==> config.mk <==
export PLATFORM = sky130hd
export DESIGN_NAME = alu_rr_arbiter
export DESIGN_NICKNAME = d
export VERILOG_FILES = /design/src/rtl/alu_rr_arbiter.sv
export SDC_FILE = /design/constraint.sdc
export NUM_CORES = 1
export LEC_CHECK = 0
export CAP_MARGIN = 5
export CORE_AREA = 2 2 39 41
export CTS_BUF_LIST = sky130_fd_sc_hd__clkbuf_4
export CTS_CLUSTER_SIZE = 16
export DETAILED_ROUTE_END_ITERATION = 6
export DIE_AREA = 0 0 41 43
export MAX_ROUTING_LAYER = met4
export PLACE_DENSITY = 0.84
export SYNTH_ARGS = -nofsm -noshare
export SYNTH_HDL_FRONTEND = slang
export SYNTH_SLANG_ARGS = --single-unit
==> constraint.sdc <==
create_clock -name clk -period 2.4 [get_ports clk]
set_input_delay 0.36 -clock clk [delete_from_list [all_inputs] [get_ports clk]]
set_output_delay 0.36 -clock clk [all_outputs]
set_load 0.02 [all_outputs]
==> src/rtl/alu_rr_arbiter.sv <==
// Round-robin arbiter granting one of four requesters ownership of the shared ALU datapath; registered outputs, 1-cycle grant latency.
// Optional ARB_TIMEOUT_EN: forced rotation after HOLD_MAX held cycles when others are waiting, flagged by to_pulse.
module alu_rr_arbiter #(
  parameter int HOLD_MAX = 8
) (
  input  logic       clk,
  input  logic       rst_n,
  input  logic [3:0] req,
  output logic [3:0] gnt,
  output logic [1:0] gnt_idx,
  output logic       gnt_vld,
  output logic       to_pulse
);

  localparam logic [0:0] ST_IDLE  = 1'b0;
  localparam logic [0:0] ST_GRANT = 1'b1;

  if (HOLD_MAX < 2 || HOLD_MAX > 255) begin : g_bad_hold_max
    $error("alu_rr_arbiter: HOLD_MAX out of range 2..255");
  end

  // Returns {found, index}; searches ptr+1, ptr+2, ptr+3, ptr.
  function automatic logic [2:0] rr_pick(input logic [3:0] mask, input logic [1:0] ptr);
    logic [2:0] res;
    logic [1:0] cand;
    res = 3'b000;
    for (int k = 1; k <= 4; k++) begin
      cand = ptr + 2'(k);
      if (!res[2] && mask[cand]) res = {1'b1, cand};
    end
    return res;
  endfunction

  logic [0:0] r_state;
  logic [1:0] r_ptr;
  logic [3:0] r_gnt;
  logic [1:0] r_gnt_idx;
  logic       r_gnt_vld;
  logic       r_to_pulse;

  logic [0:0] w_nxt_state;
  logic [1:0] w_nxt_idx;
  logic       w_nxt_vld;
  logic       w_nxt_pulse;
  logic       w_new_grant;
  logic [2:0] w_pick;
  logic       w_owner_req;

  assign w_pick      = rr_pick(req, r_ptr);
  assign w_owner_req = req[r_gnt_idx];

`ifdef ARB_TIMEOUT_EN
  logic [7:0] r_hold_cnt;
  logic [7:0] w_nxt_cnt;
  logic [3:0] w_others;
  logic [2:0] w_rot_pick;
  logic       w_expire;

  assign w_others   = req & ~(4'b0001 << r_gnt_idx);
  assign w_rot_pick = rr_pick(w_others, r_ptr);
  // Counter holds (cycles held - 1), so it reaches HOLD_MAX-1 at the owner's last permitted edge.
  assign w_expire   = (r_hold_cnt == 8'(HOLD_MAX - 1));
`endif

  always_comb begin
    w_nxt_state = r_state;
    w_nxt_idx   = r_gnt_idx;
    w_nxt_vld   = r_gnt_vld;
    w_nxt_pulse = 1'b0;
    w_new_grant = 1'b0;
    case (r_state)
      ST_IDLE: begin
        if (w_pick[2]) begin
          w_nxt_state = ST_GRANT;
          w_nxt_idx   = w_pick[1:0];
          w_nxt_vld   = 1'b1;
          w_new_grant = 1'b1;
        end
      end
      default: begin
        if (!w_owner_req) begin
          if (w_pick[2]) begin
            w_nxt_idx   = w_pick[1:0];
            w_new_grant = 1'b1;
          end else begin
            w_nxt_state = ST_IDLE;
            w_nxt_vld   = 1'b0;
          end
        end
`ifdef ARB_TIMEOUT_EN
        else if (w_expire && w_rot_pick[2]) begin
          w_nxt_idx   = w_rot_pick[1:0];
          w_new_grant = 1'b1;
          w_nxt_pulse = 1'b1;
        end
`endif
      end
    endcase
  end

`ifdef ARB_TIMEOUT_EN
  // A sole requester that hits the limit simply restarts its count.
  always_comb begin
    w_nxt_cnt = 8'd0;
    if (w_nxt_state == ST_GRANT && !w_new_grant && !w_expire) w_nxt_cnt = r_hold_cnt + 8'd1;
  end

  always_ff @(posedge clk or negedge rst_n) begin
    if (!rst_n) r_hold_cnt <= 8'd0;
    else        r_hold_cnt <= w_nxt_cnt;
  end
`endif

  always_ff @(posedge clk or negedge rst_n) begin
    if (!rst_n) begin
      r_state    <= ST_IDLE;
      r_ptr      <= 2'b11;
      r_gnt      <= 4'b0000;
      r_gnt_idx  <= 2'b00;
      r_gnt_vld  <= 1'b0;
      r_to_pulse <= 1'b0;
    end else begin
      r_state    <= w_nxt_state;
      r_gnt_idx  <= w_nxt_idx;
      r_gnt_vld  <= w_nxt_vld;
      r_gnt      <= w_nxt_vld ? (4'b0001 << w_nxt_idx) : 4'b0000;
      r_to_pulse <= w_nxt_pulse;
      if (w_new_grant) r_ptr <= w_nxt_idx;
    end
  end

  assign gnt     = r_gnt;
  assign gnt_idx = r_gnt_idx;
  assign gnt_vld = r_gnt_vld;
  assign to_pulse = r_to_pulse;

endmodule

==> results of run 1 <==
[worst max-delay path, delay by kind of cell]
kind                   cells  cell delay (ns)
AO/OA/AOI/OAI              3             0.70
buffers and inverters      1             0.62
AND/OR/NAND/NOR            2             0.36
[how the worst max path moves through the flow]
stage | end | slack [ns] | depth (start not counted) | from
CTS | gnt[0] | 0.50 | 6 | req[1]
finish | gnt[1] | 0.52 | 6 | req[2]
floorplan | gnt[0] | 0.70 | 6 | r_ptr[0]
detailed placement | gnt[1] | 0.23 | 6 | req[2]
global placement | gnt[1] | 0.29 | 6 | req[2]
global route | gnt[1] | 0.41 | 6 | req[2]
[layout by cell type, fill, tap and decap left out, types with 2 or more instances in the layout]
cell type                         netlist  routed
sky130_fd_sc_hd__clkdlybuf4s50_1        0      12
sky130_fd_sc_hd__dfrtp_1                8       8
sky130_fd_sc_hd__inv_1                  6       6
sky130_fd_sc_hd__nor2_1                 5       5
sky130_fd_sc_hd__a21oi_1                4       4
sky130_fd_sc_hd__clkbuf_4               0       4
sky130_fd_sc_hd__o21ai_0                3       3
sky130_fd_sc_hd__nor4_2                 2       2
sky130_fd_sc_hd__nand2_1                2       2
sky130_fd_sc_hd__mux2i_1                2       2
sky130_fd_sc_hd__mux2_2                 2       2
sky130_fd_sc_hd__nand2b_1               2       2
sky130_fd_sc_hd__and3_1                 2       2
sky130_fd_sc_hd__nor3b_2                2       2
sky130_fd_sc_hd__dfstp_2                2       2
[cells by family after synthesis]
| kind of cell | Yosys count | synth area share |
|---|---|---|
| other | 1 | 0.00584 |
| DFF | 10 | 0.394 |
| xor gates and xnor gates | 1 | 0.0136 |
| buffers and inverters | 9 | 0.0721 |
| AOI/OAI and AO/OA | 15 | 0.203 |
| and+or+nand+nor | 20 | 0.205 |
| muxes | 6 | 0.107 |
[sequential cells by signal, summed over array words and instances (netlist names)]
signal and flops:
gnt_vld 1, r_state 1, gnt 4, gnt_idx 2, r_ptr 2
[area by class of cell]
class                      count  area (µm²)  area share
sequential                    10         253       0.318
timing repair buffer          13         128       0.160
clock buffer                   4        30.0      0.0377
multi-input combinational     43         343       0.431
inverter                       6        22.5      0.0283
tap                           16        20.0      0.0252
[power by group]
| part | internal (mW) | switching [mW] |
|---|---|---|
| clock network | 0.0753 | 0.0526 |
| registers | 0.251 | 0.0795 |
| logic | 0.260 | 0.264 |
| total | 0.587 | 0.396 |
[stage by stage]
stage	total power, mW	hold WS, ns	worst slack (ns)	instance area [µm²]	util
after floorplan	0.705	0.0644	0.697	642	-
after global routing	1.05	0.434	0.407	796	0.575
final	0.982	0.401	0.516	796	0.575
after global placement	0.846	0.530	0.288	766	0.553
after detailed placement	0.864	0.524	0.227	766	0.553
after CTS	0.995	0.411	0.497	796	0.575
[layer usage]
metal / GRT usage / vias up
met2: 0.256 / 14
met5: - / -
li1: - / 245
met4: 0.0600 / 0
met1: 0.205 / 236
met3: 0.0157 / 2
==> impl_summary.txt, run 1 <==
----------------------------------------------------
[Die]
  Area enclosed by the die boundary ... 1760 µm²
  Top-Level Pins ... 14
  Horiz. Die Dim ... 41 µm
  Floorplan Core Area ... 1380 µm²
  Height of the die ... 43 µm
  Initial Utilization ... 0.464
  FP Rows ... 14

[Critical path]
  Arrival time worst endpoint ... 2.04 ns
  R2R Path Start ... r_ptr[0]
  Kind of end point of the critical path ... flip-flop
  Startpoint type of the worst setup path ... input port
  Register-to-Register Path Depth ... 5
  Cell Chain, Critical Path ... clkdlybuf4s50_1 -> nand2b_1 -> a21oi_1 -> o21ai_0 -> a32oi_4 -> and3_1
  Top fanout value on the critical path ... 7
  Data required time of the worst path ... about 2.6 ns
  Setup slack of the worst register-to-register path ... around 0.53 ns
  Capture instance of the worst register-to-register path ... gnt[0]
  Largest stage delay, worst path ... 0.62 ns
  Worst setup path category ... input port to flip-flop
  Slowest library cell on the worst path ... sky130_fd_sc_hd__clkdlybuf4s50_1

[Timing]
  Final Hold Vio Count ... 0
  Setup skew after layout ... 0.00685 ns
  Post-Route Setup TNS ... 0 ns
  Final critical-path share of the clock period ... 0.785
  RSZ-0062 raised after global routing ... no
  Number of max-slew violations in the final report ... 0
  Worst Tran Pin Value ... 0.511 ns
  Minimum clock period ... 1.88 ns
  Max-Slew Margin vs Limit ... 0.656
  Maximum frequency from static timing analysis ... 531 MHz
  Finish-stage setup viols ... 0

[Route]
  Routed len/inst ... 13.1 µm
  Number of DRC markers in iteration 0 ... 13
  Number of DRC violations after detailed routing ... 0
  Total routed wire length on the met1 layer ... 530 µm
  Number of vias per cell ... 5.40
  Post-DRT Antenna Nets ... 0
  Met3 Wirelength ... 55 µm
  Highest layer used for signal routing ... met4
  Detailed-router iteration count before antenna repair ... 4
  Vias post-DR ... between 400 and 500
  Wire length on met2 ... approximately 600 µm
  Total wire length after detailed routing ... 1200 µm

[Synthesis]
  Synth Net Count ... 68
  Number of warnings issued by yosys ... 0
  Syn Std Cell Area ... 642 µm²
  Cells taking the most area after synthesis ... sky130_fd_sc_hd__dfrtp_1 31%, sky130_fd_sc_hd__dfstp_2 8.2%, sky130_fd_sc_hd__a32oi_4 4.3%, sky130_fd_sc_hd__nor3b_2 3.9%, sky130_fd_sc_hd__nor4_2 3.9%
  Post-synthesis area per instance ... 10.4 µm²
  Yosys cell types ... 33
  Post-synthesis cell count ... 62
  Fraction of synthesized cell area taken by the top area cell type ... 0.312
  Most instantiated flip-flop cell in the synthesis netlist ... sky130_fd_sc_hd__dfrtp_1
  Register area share after synthesis ... 0.394
  Top-count cell post-synth ... sky130_fd_sc_hd__dfrtp_1
  Number of synthesized register bits ... 10
  Number of enable flip-flop cells after synthesis ... 0
  Synth area leader ... sky130_fd_sc_hd__dfrtp_1
  Top cells by instance count after synthesis ... 8 x sky130_fd_sc_hd__dfrtp_1, 6 x sky130_fd_sc_hd__inv_1, 5 x sky130_fd_sc_hd__nor2_1, 4 x sky130_fd_sc_hd__a21oi_1, 3 x sky130_fd_sc_hd__o21ai_0
  Fraction of registers with async set/reset ... 1.00

[Power]
  P_leak ... approximately 0.34 nW
  Power per Cell Area ... 1230 nW/µm²
  Max IR drop VDD ... between 0.0006 and 0.0007 V

[Clock network]
  Number of H-tree levels ... 1
  Count of hold buffers inserted by post-cts repair ... 0
  CTS tree ... yes
  Clock Tree Root ... sky130_fd_sc_hd__clkbuf_4
  Buffers inserted during post-CTS setup optimization ... 0
  Clock latency on the worst-skew pair ... 0.26 ns
  Clock buffers created by TritonCTS ... 3
  Sinks on Clock Net ... 10
  Cts repair resizes ... 0
  Bufs on Longest Clock Path ... 2
  Reg clk slew, reported paths ... 0.06 ns

[Final layout]
  Number of fillers in the final layout ... 127
  Final antenna diode count ... 0
  Share of layout cells above drive strength 1 ... 0.237
  Final cell count without fillers ... 92
  Net count reported at finish ... 83
  Synthesis-to-finish area growth ... 24.0%

[Place]
  Placer's final routability congestion estimate ... 0.754
  Placed Cells ... 88
  Total half-perimeter wirelength after legalization and detailed placement ... 945 µm
  Number of buffers added on ports ... 12

[Run]
  Max cap viols ... 0

[GRT]
  First-pass GRT wire length ... about 1900 µm
  Total track usage ... 0.162
  Vias in the first global route ... 472
  Global route overflow ... 0
  Pin count of the biggest net entering global routing ... 11
  Number of antenna violations at the first check in global routing ... 0

[Hold path]
  Min-delay worst type ... input port to asynchronous set/reset pin

[Status]
  Status ... finished, final reports clean

----------------------------------------------------
(Power assumes the default switching activity.)
==> run 2: changes to the inputs <==
--- a/config.mk
+++ b/config.mk
@@ -6,11 +6,10 @@
 export NUM_CORES = 1
 export LEC_CHECK = 0
 export CAP_MARGIN = 5
-export CORE_AREA = 2 2 39 41
+export CORE_UTILIZATION = 46
 export CTS_BUF_LIST = sky130_fd_sc_hd__clkbuf_4
 export CTS_CLUSTER_SIZE = 16
 export DETAILED_ROUTE_END_ITERATION = 6
-export DIE_AREA = 0 0 41 43
 export MAX_ROUTING_LAYER = met4
 export PLACE_DENSITY = 0.84
 export SYNTH_ARGS = -nofsm -noshare
==> constraint.sdc (replaced) <==
create_clock -name clk -period 1.5 [get_ports clk]
set_input_delay 0.225 -clock clk [delete_from_list [all_inputs] [get_ports clk]]
set_output_delay 0.225 -clock clk [all_outputs]
set_load 0.02 [all_outputs]
==> impl_summary.txt, run 2 (synthesis results as in run 1) <==
----------------------------------------------------
[Die]
  Height of the die ... around 39 µm
  Horiz. Die Dim ... 39.4 µm
  FP Rows ... 13
  Area enclosed by the die boundary ... approximately 1500 µm²
  Floorplan Core Area ... 1300 µm²
  Initial Utilization ... 0.493
  Top-Level Pins ... 14

[Route]
  Vias post-DR ... 551
  Post-DRT Antenna Nets ... 0
  Number of DRC violations after detailed routing ... 0
  Total wire length after detailed routing ... 1420 µm
  Routed len/inst ... between 10 and 15 µm
  Number of DRC markers in iteration 0 ... 3
  Detailed-router iteration count before antenna repair ... 4
  Number of vias per cell ... 5.20

[Power]
  Max IR drop VDD ... 0.00142 V
  Power per Cell Area ... 1920 nW/µm²
  P_leak ... 0.430 nW

[Critical path]
  Register-to-Register Path Depth ... 5
  Data required time of the worst path ... 1.69 ns
  Startpoint type of the worst setup path ... flip-flop
  Setup slack of the worst register-to-register path ... -0.22 ns
  Critical Path Start ... r_ptr[0]
  Top fanout value on the critical path ... 5
  Largest stage delay, worst path ... 0.60 ns
  Slowest library cell on the worst path ... sky130_fd_sc_hd__dfstp_2
  Capture instance of the worst register-to-register path ... gnt[0]
  R2R Path Start ... r_ptr[0]
  Arrival time worst endpoint ... 1.90 ns
  Worst setup path category ... flip-flop to flip-flop
  Cell Chain, Critical Path ... mux2_4 -> nor4_4 -> o22ai_2 -> a32oi_4 -> nor3b_2
  Kind of end point of the critical path ... flip-flop
  Family with the most delay on the worst path ... flip-flops
  Bufs and invs on worst path ... 0
  Critical path depth in cells ... 5

[Timing]
  Number of max-slew violations in the final report ... 0
  Post-Route Setup TNS ... -0.869 ns
  Post-layout worst setup margin ... -0.216 ns
  RSZ-0062 raised after global routing ... yes
  Setup skew after layout ... 0.00524 ns
  Minimum clock period ... 1.72 ns
  Worst Hold Margin ... 0.273 ns
  Final critical-path share of the clock period ... 1.14
  Finish-stage setup viols ... 5
  Maximum frequency from static timing analysis ... 583 MHz
  Final Hold Vio Count ... 0

[Status]
  Violations in the final reports ... negative setup slack
  Status ... complete, but fails checks

[Clock network]
  Sinks on Clock Net ... 10
  Clock latency on the worst-skew pair ... 0.26 ns
  Clock Tree Root ... sky130_fd_sc_hd__clkbuf_4
  Clock buffers created by TritonCTS ... 3
  Count of hold buffers inserted by post-cts repair ... 0
  Bufs on Longest Clock Path ... 2
  Number of H-tree levels ... 1
  Reg clk slew, reported paths ... approximately 0.06 ns
  CTS tree ... yes

[Final layout]
  Most common cell after layout, fill and taps aside ... sky130_fd_sc_hd__buf_4
  Net count reported at finish ... 98
  Flip-flop count of the largest register after layout ... 4
  Share of layout cells above drive strength 1 ... 0.374
  Final std cell area, no fill ... slightly above 900 µm²
  Highest-count cells in the layout ignoring fill and taps ... 15 x sky130_fd_sc_hd__buf_4, 8 x sky130_fd_sc_hd__dfrtp_1, 6 x sky130_fd_sc_hd__inv_1, 6 x sky130_fd_sc_hd__dlygate4sd2_1, 6 x sky130_fd_sc_hd__clkdlybuf4s50_1
  Final antenna diode count ... 0
  Synthesis-to-finish area growth ... 44.1%
  Number of fillers in the final layout ... 111

[GRT]
  Pin count of the biggest net entering global routing ... 11
  Number of antenna violations at the first check in global routing ... 0
  Total track usage ... 0.220
  First-pass GRT wire length ... 2180 µm
  Vias in the first global route ... roughly 550
  Global route overflow ... 0

[Hold path]
  Min-delay worst type ... input port to asynchronous set/reset pin

[Place]
  Total half-perimeter wirelength after legalization and detailed placement ... roughly 1100 µm
  Number of buffers added on ports ... 12
  Placer's final routability congestion estimate ... 0.812
  Area after detailed placement ... 882 µm²

[Run]
  Max cap viols ... 0

----------------------------------------------------
==> run 2: worst reg2reg max path, stage by stage (launching register included) <==
cell and delay, ns:
sky130_fd_sc_hd__dfstp_2 0.60, sky130_fd_sc_hd__mux2_4 0.33, sky130_fd_sc_hd__nor4_4 0.15, sky130_fd_sc_hd__o22ai_2 0.14, sky130_fd_sc_hd__a32oi_4 0.24, sky130_fd_sc_hd__nor3b_2 0.20
==> run 2: through the flow <==
stage          cells  power, mW  utilization  setup slack, ns
2_1_floorplan     62       1.16            -           -0.187
3_3_place_gp     101       1.55        0.678           -0.443
3_5_place_dp     101       1.59        0.678           -0.492
4_1_cts          105       1.75        0.699           -0.232
5_1_grt          106       1.89        0.711           -0.320
6_report         106       1.78        0.711           -0.216
==> run 2: layout make-up <==
cell class,instances,area [µm²],area share
multi-input cells,43,368,0.398
flip-flops and latches,10,253,0.273
repair buffers,28,236,0.256
clock buffers,3,22.5,0.0244
inverters,6,22.5,0.0244
well taps,15,18.8,0.0203
clock inverters,1,3.75,0.00406
==> run 2: metal layers <==
layer,GRT usage,vias to the layer above,part of all wire
met3,0.0170,4,0.039
met1,0.229,257,0.40
met4,0.164,0,0.032
met5,-,-,0
li1,-,273,-
met2,0.388,17,0.53
==> run 2: worst max-delay path by stage <==
stage | to | slack [ns]
6_report | gnt[0] | -0.22
5_1_grt | gnt[0] | -0.32
4_1_cts | gnt[0] | -0.23
3_5_place_dp | gnt[3] | -0.49
3_3_place_gp | gnt[3] | -0.44
2_1_floorplan | gnt[0] | -0.19
==> run 2: power by group <==
group          switching [mW]  total (mW)  internal [mW]
clock                  0.0830       0.179         0.0957
combinational           0.522        1.10          0.583
sequential             0.0936       0.493          0.400
total                   0.698        1.78           1.08
==> run 2: repair_timing <==
item | in CTS | in global routing
resized for setup | 7 | 3
pin swaps | 3 | 5
setup buffers | 0 | 1
endpoints found under the setup margin | 9 | 8
==> run 3: changes to the inputs <==
==> constraint.sdc (replaced) <==
create_clock -name clk -period 1.54 [get_ports clk]
set_input_delay 0.231 -clock clk [delete_from_list [all_inputs] [get_ports clk]]
set_output_delay 0.231 -clock clk [all_outputs]
set_load 0.02 [all_outputs]
==> impl_summary.txt, run 3 (synthesis results as in run 1) <==
----------------------------------------------------
[Power]
  P_leak ... 0.436 nW
  Sw Pwr ... slightly below 0.7 mW
  Power per Cell Area ... 1870 nW/µm²
  Max IR drop VDD ... 0.00139 V
  Clk network pwr share ... 0.100
  Combinational cell fraction of total power ... 0.623
  Switching Fraction ... 0.392
  Total power ... 1.74 mW
  Internal Dissipation ... about 1.1 mW
  Share of power burned in registers ... 0.277

[Place]
  Number of buffers added on ports ... 12
  Total half-perimeter wirelength after legalization and detailed placement ... 1150 µm
  Placer's final routability congestion estimate ... 0.811

[Final layout]
  Most common cell after layout, fill and taps aside ... sky130_fd_sc_hd__buf_4
  Register cell area after layout ... between 200 and 300 µm²
  Net count reported at finish ... 98
  Highest-count cells in the layout ignoring fill and taps ... 15 x sky130_fd_sc_hd__buf_4, 8 x sky130_fd_sc_hd__dfrtp_1, 6 x sky130_fd_sc_hd__inv_1, 6 x sky130_fd_sc_hd__clkdlybuf4s50_1
  Synthesis-to-finish area growth ... 44.6%
  Number of fillers in the final layout ... 110
  Flip-flop count of the largest register after layout ... 4
  Final antenna diode count ... 0
  Total area of multi-input combinational cells ... roughly 370 µm²
  Share of layout cells above drive strength 1 ... 0.374

[Die]
  Area enclosed by the die boundary ... between 1500 and 2000 µm²
  Top-Level Pins ... 14
  Height of the die ... 39.4 µm
  FP Rows ... 13
  Floorplan Core Area ... 1300 µm²
  Initial Utilization ... 0.493
  Horiz. Die Dim ... 39.4 µm

[Route]
  Routed len/inst ... 13.5 µm
  Vias post-DR ... 556
  Number of DRC markers in iteration 0 ... 3
  Number of vias per cell ... around 5.2
  Detailed-router iteration count before antenna repair ... 4
  Post-DRT Antenna Nets ... 0
  Number of DRC violations after detailed routing ... 0
  Total wire length after detailed routing ... 1430 µm

[Timing]
  Setup skew after layout ... 0.00524 ns
  Worst Hold Margin ... 0.279 ns
  Number of max-slew violations in the final report ... 0
  Final critical-path share of the clock period ... 1.12
  Final Hold Vio Count ... 0
  RSZ-0062 raised after global routing ... yes
  Maximum frequency from static timing analysis ... 582 MHz
  Finish-stage setup viols ... 5
  Minimum clock period ... 1.72 ns
  Post-layout worst setup margin ... -0.179 ns

[Clock network]
  Count of hold buffers inserted by post-cts repair ... 0
  Sinks on Clock Net ... 10
  Clock latency on the worst-skew pair ... 0.26 ns
  CTS tree ... yes
  Bufs on Longest Clock Path ... 2
  Number of H-tree levels ... 1
  Clock buffers created by TritonCTS ... 3
  Reg clk slew, reported paths ... 0.06 ns
  Clock Tree Root ... sky130_fd_sc_hd__clkbuf_4

[Run]
  Max cap viols ... 0

[GRT]
  Pin count of the biggest net entering global routing ... 11
  First-pass GRT wire length ... ~2200 µm
  Number of antenna violations at the first check in global routing ... 0
  Global route overflow ... 0
  Vias in the first global route ... 551
  Total track usage ... 0.220

[Hold path]
  Min-delay worst type ... input port to asynchronous set/reset pin

[Critical path]
  Kind of end point of the critical path ... flip-flop
  Arrival time worst endpoint ... approximately 1.9 ns
  Startpoint type of the worst setup path ... flip-flop
  Data required time of the worst path ... 1.73 ns
  Worst setup path category ... flip-flop to flip-flop
  Top fanout value on the critical path ... 5

[Status]
  Violations in the final reports ... negative setup slack
  Status ... complete, but fails checks

----------------------------------------------------
==> run 3: changes by cell type in the layout (fill, tap and decap cells not counted), sizes merged <==
cell / before / now
dlygate4sd2: 6 / 5
dlymetal6s2s: 0 / 1
==> run 3: worst max-delay path, cell delays in order, from the launching register on <==
cell and delay (ns):
sky130_fd_sc_hd__dfstp_2 0.60, sky130_fd_sc_hd__mux2_4 0.33, sky130_fd_sc_hd__nor4_4 0.15, sky130_fd_sc_hd__o22ai_2 0.13
sky130_fd_sc_hd__a32oi_4 0.24, sky130_fd_sc_hd__nor3b_2 0.20
==> run 3: power by group through the flow <==
stage               clock network (mW)  registers (mW)  logic, mW
CTS                              0.184           0.483       1.05
global placement                     0           0.484       1.03
floorplan                            0           0.532      0.594
global route                     0.193           0.496       1.16
finish                           0.174           0.481       1.08
detailed placement                   0           0.486       1.06
==> run 3: routing by layer <==
layer	up-vias	track usage	share of wire
met5	-	-	0
met4	0	0.164	0.032
met3	4	0.0170	0.039
met2	17	0.388	0.54
met1	262	0.229	0.39
li1	273	-	-
==> run 3: path summary, 6_finish.rpt <==
| kind | from | end | slack, ns | cells after the start |
|---|---|---|---|---|
| setup / recovery | r_ptr[0] | gnt[0] | -0.18 | 5 |
| min in group clk | gnt_vld | gnt_vld | 0.64 | 3 |
| max in group asynchronous | rst_n | r_ptr[0] | 0.93 | 1 |
| setup reg to reg | r_ptr[0] | gnt[0] | -0.18 | 5 |
| hold / removal | rst_n | gnt[3] | 0.28 | 1 |
| hold reg to reg | gnt_vld | gnt_vld | 0.64 | 3 |
==> run 3: timing repair <==
item | CTS | global route
gates resized for setup | 6 | 4
pin swaps | 3 | 5
endpoints found under the setup margin | 7 | 8
buffers inserted | 0 | 1
==> run 3: per-stage QoR <==
step / utilization / setup slack, ns / TNS, ns / area, µm² / std cells
after floorplan: - / -0.147 / -0.509 / 657 / 62
after global placement: 0.678 / -0.409 / -2.71 / 882 / 101
after detailed placement: 0.678 / -0.458 / -3.08 / 882 / 101
after CTS: 0.700 / -0.192 / -0.727 / 911 / 105
after global routing: 0.713 / -0.283 / -1.12 / 928 / 106
final: 0.713 / -0.179 / -0.681 / 928 / 106
==> run 3: cell type report <==
cell class / count / area share
Timing Repair Buffer: 28 / 0.259
Multi-Input combinational cell: 43 / 0.396
Clock inverter: 1 / 0.00404
Tap cell: 15 / 0.0202
Clock buffer: 3 / 0.0243
Sequential cell: 10 / 0.272
Inverter: 6 / 0.0243
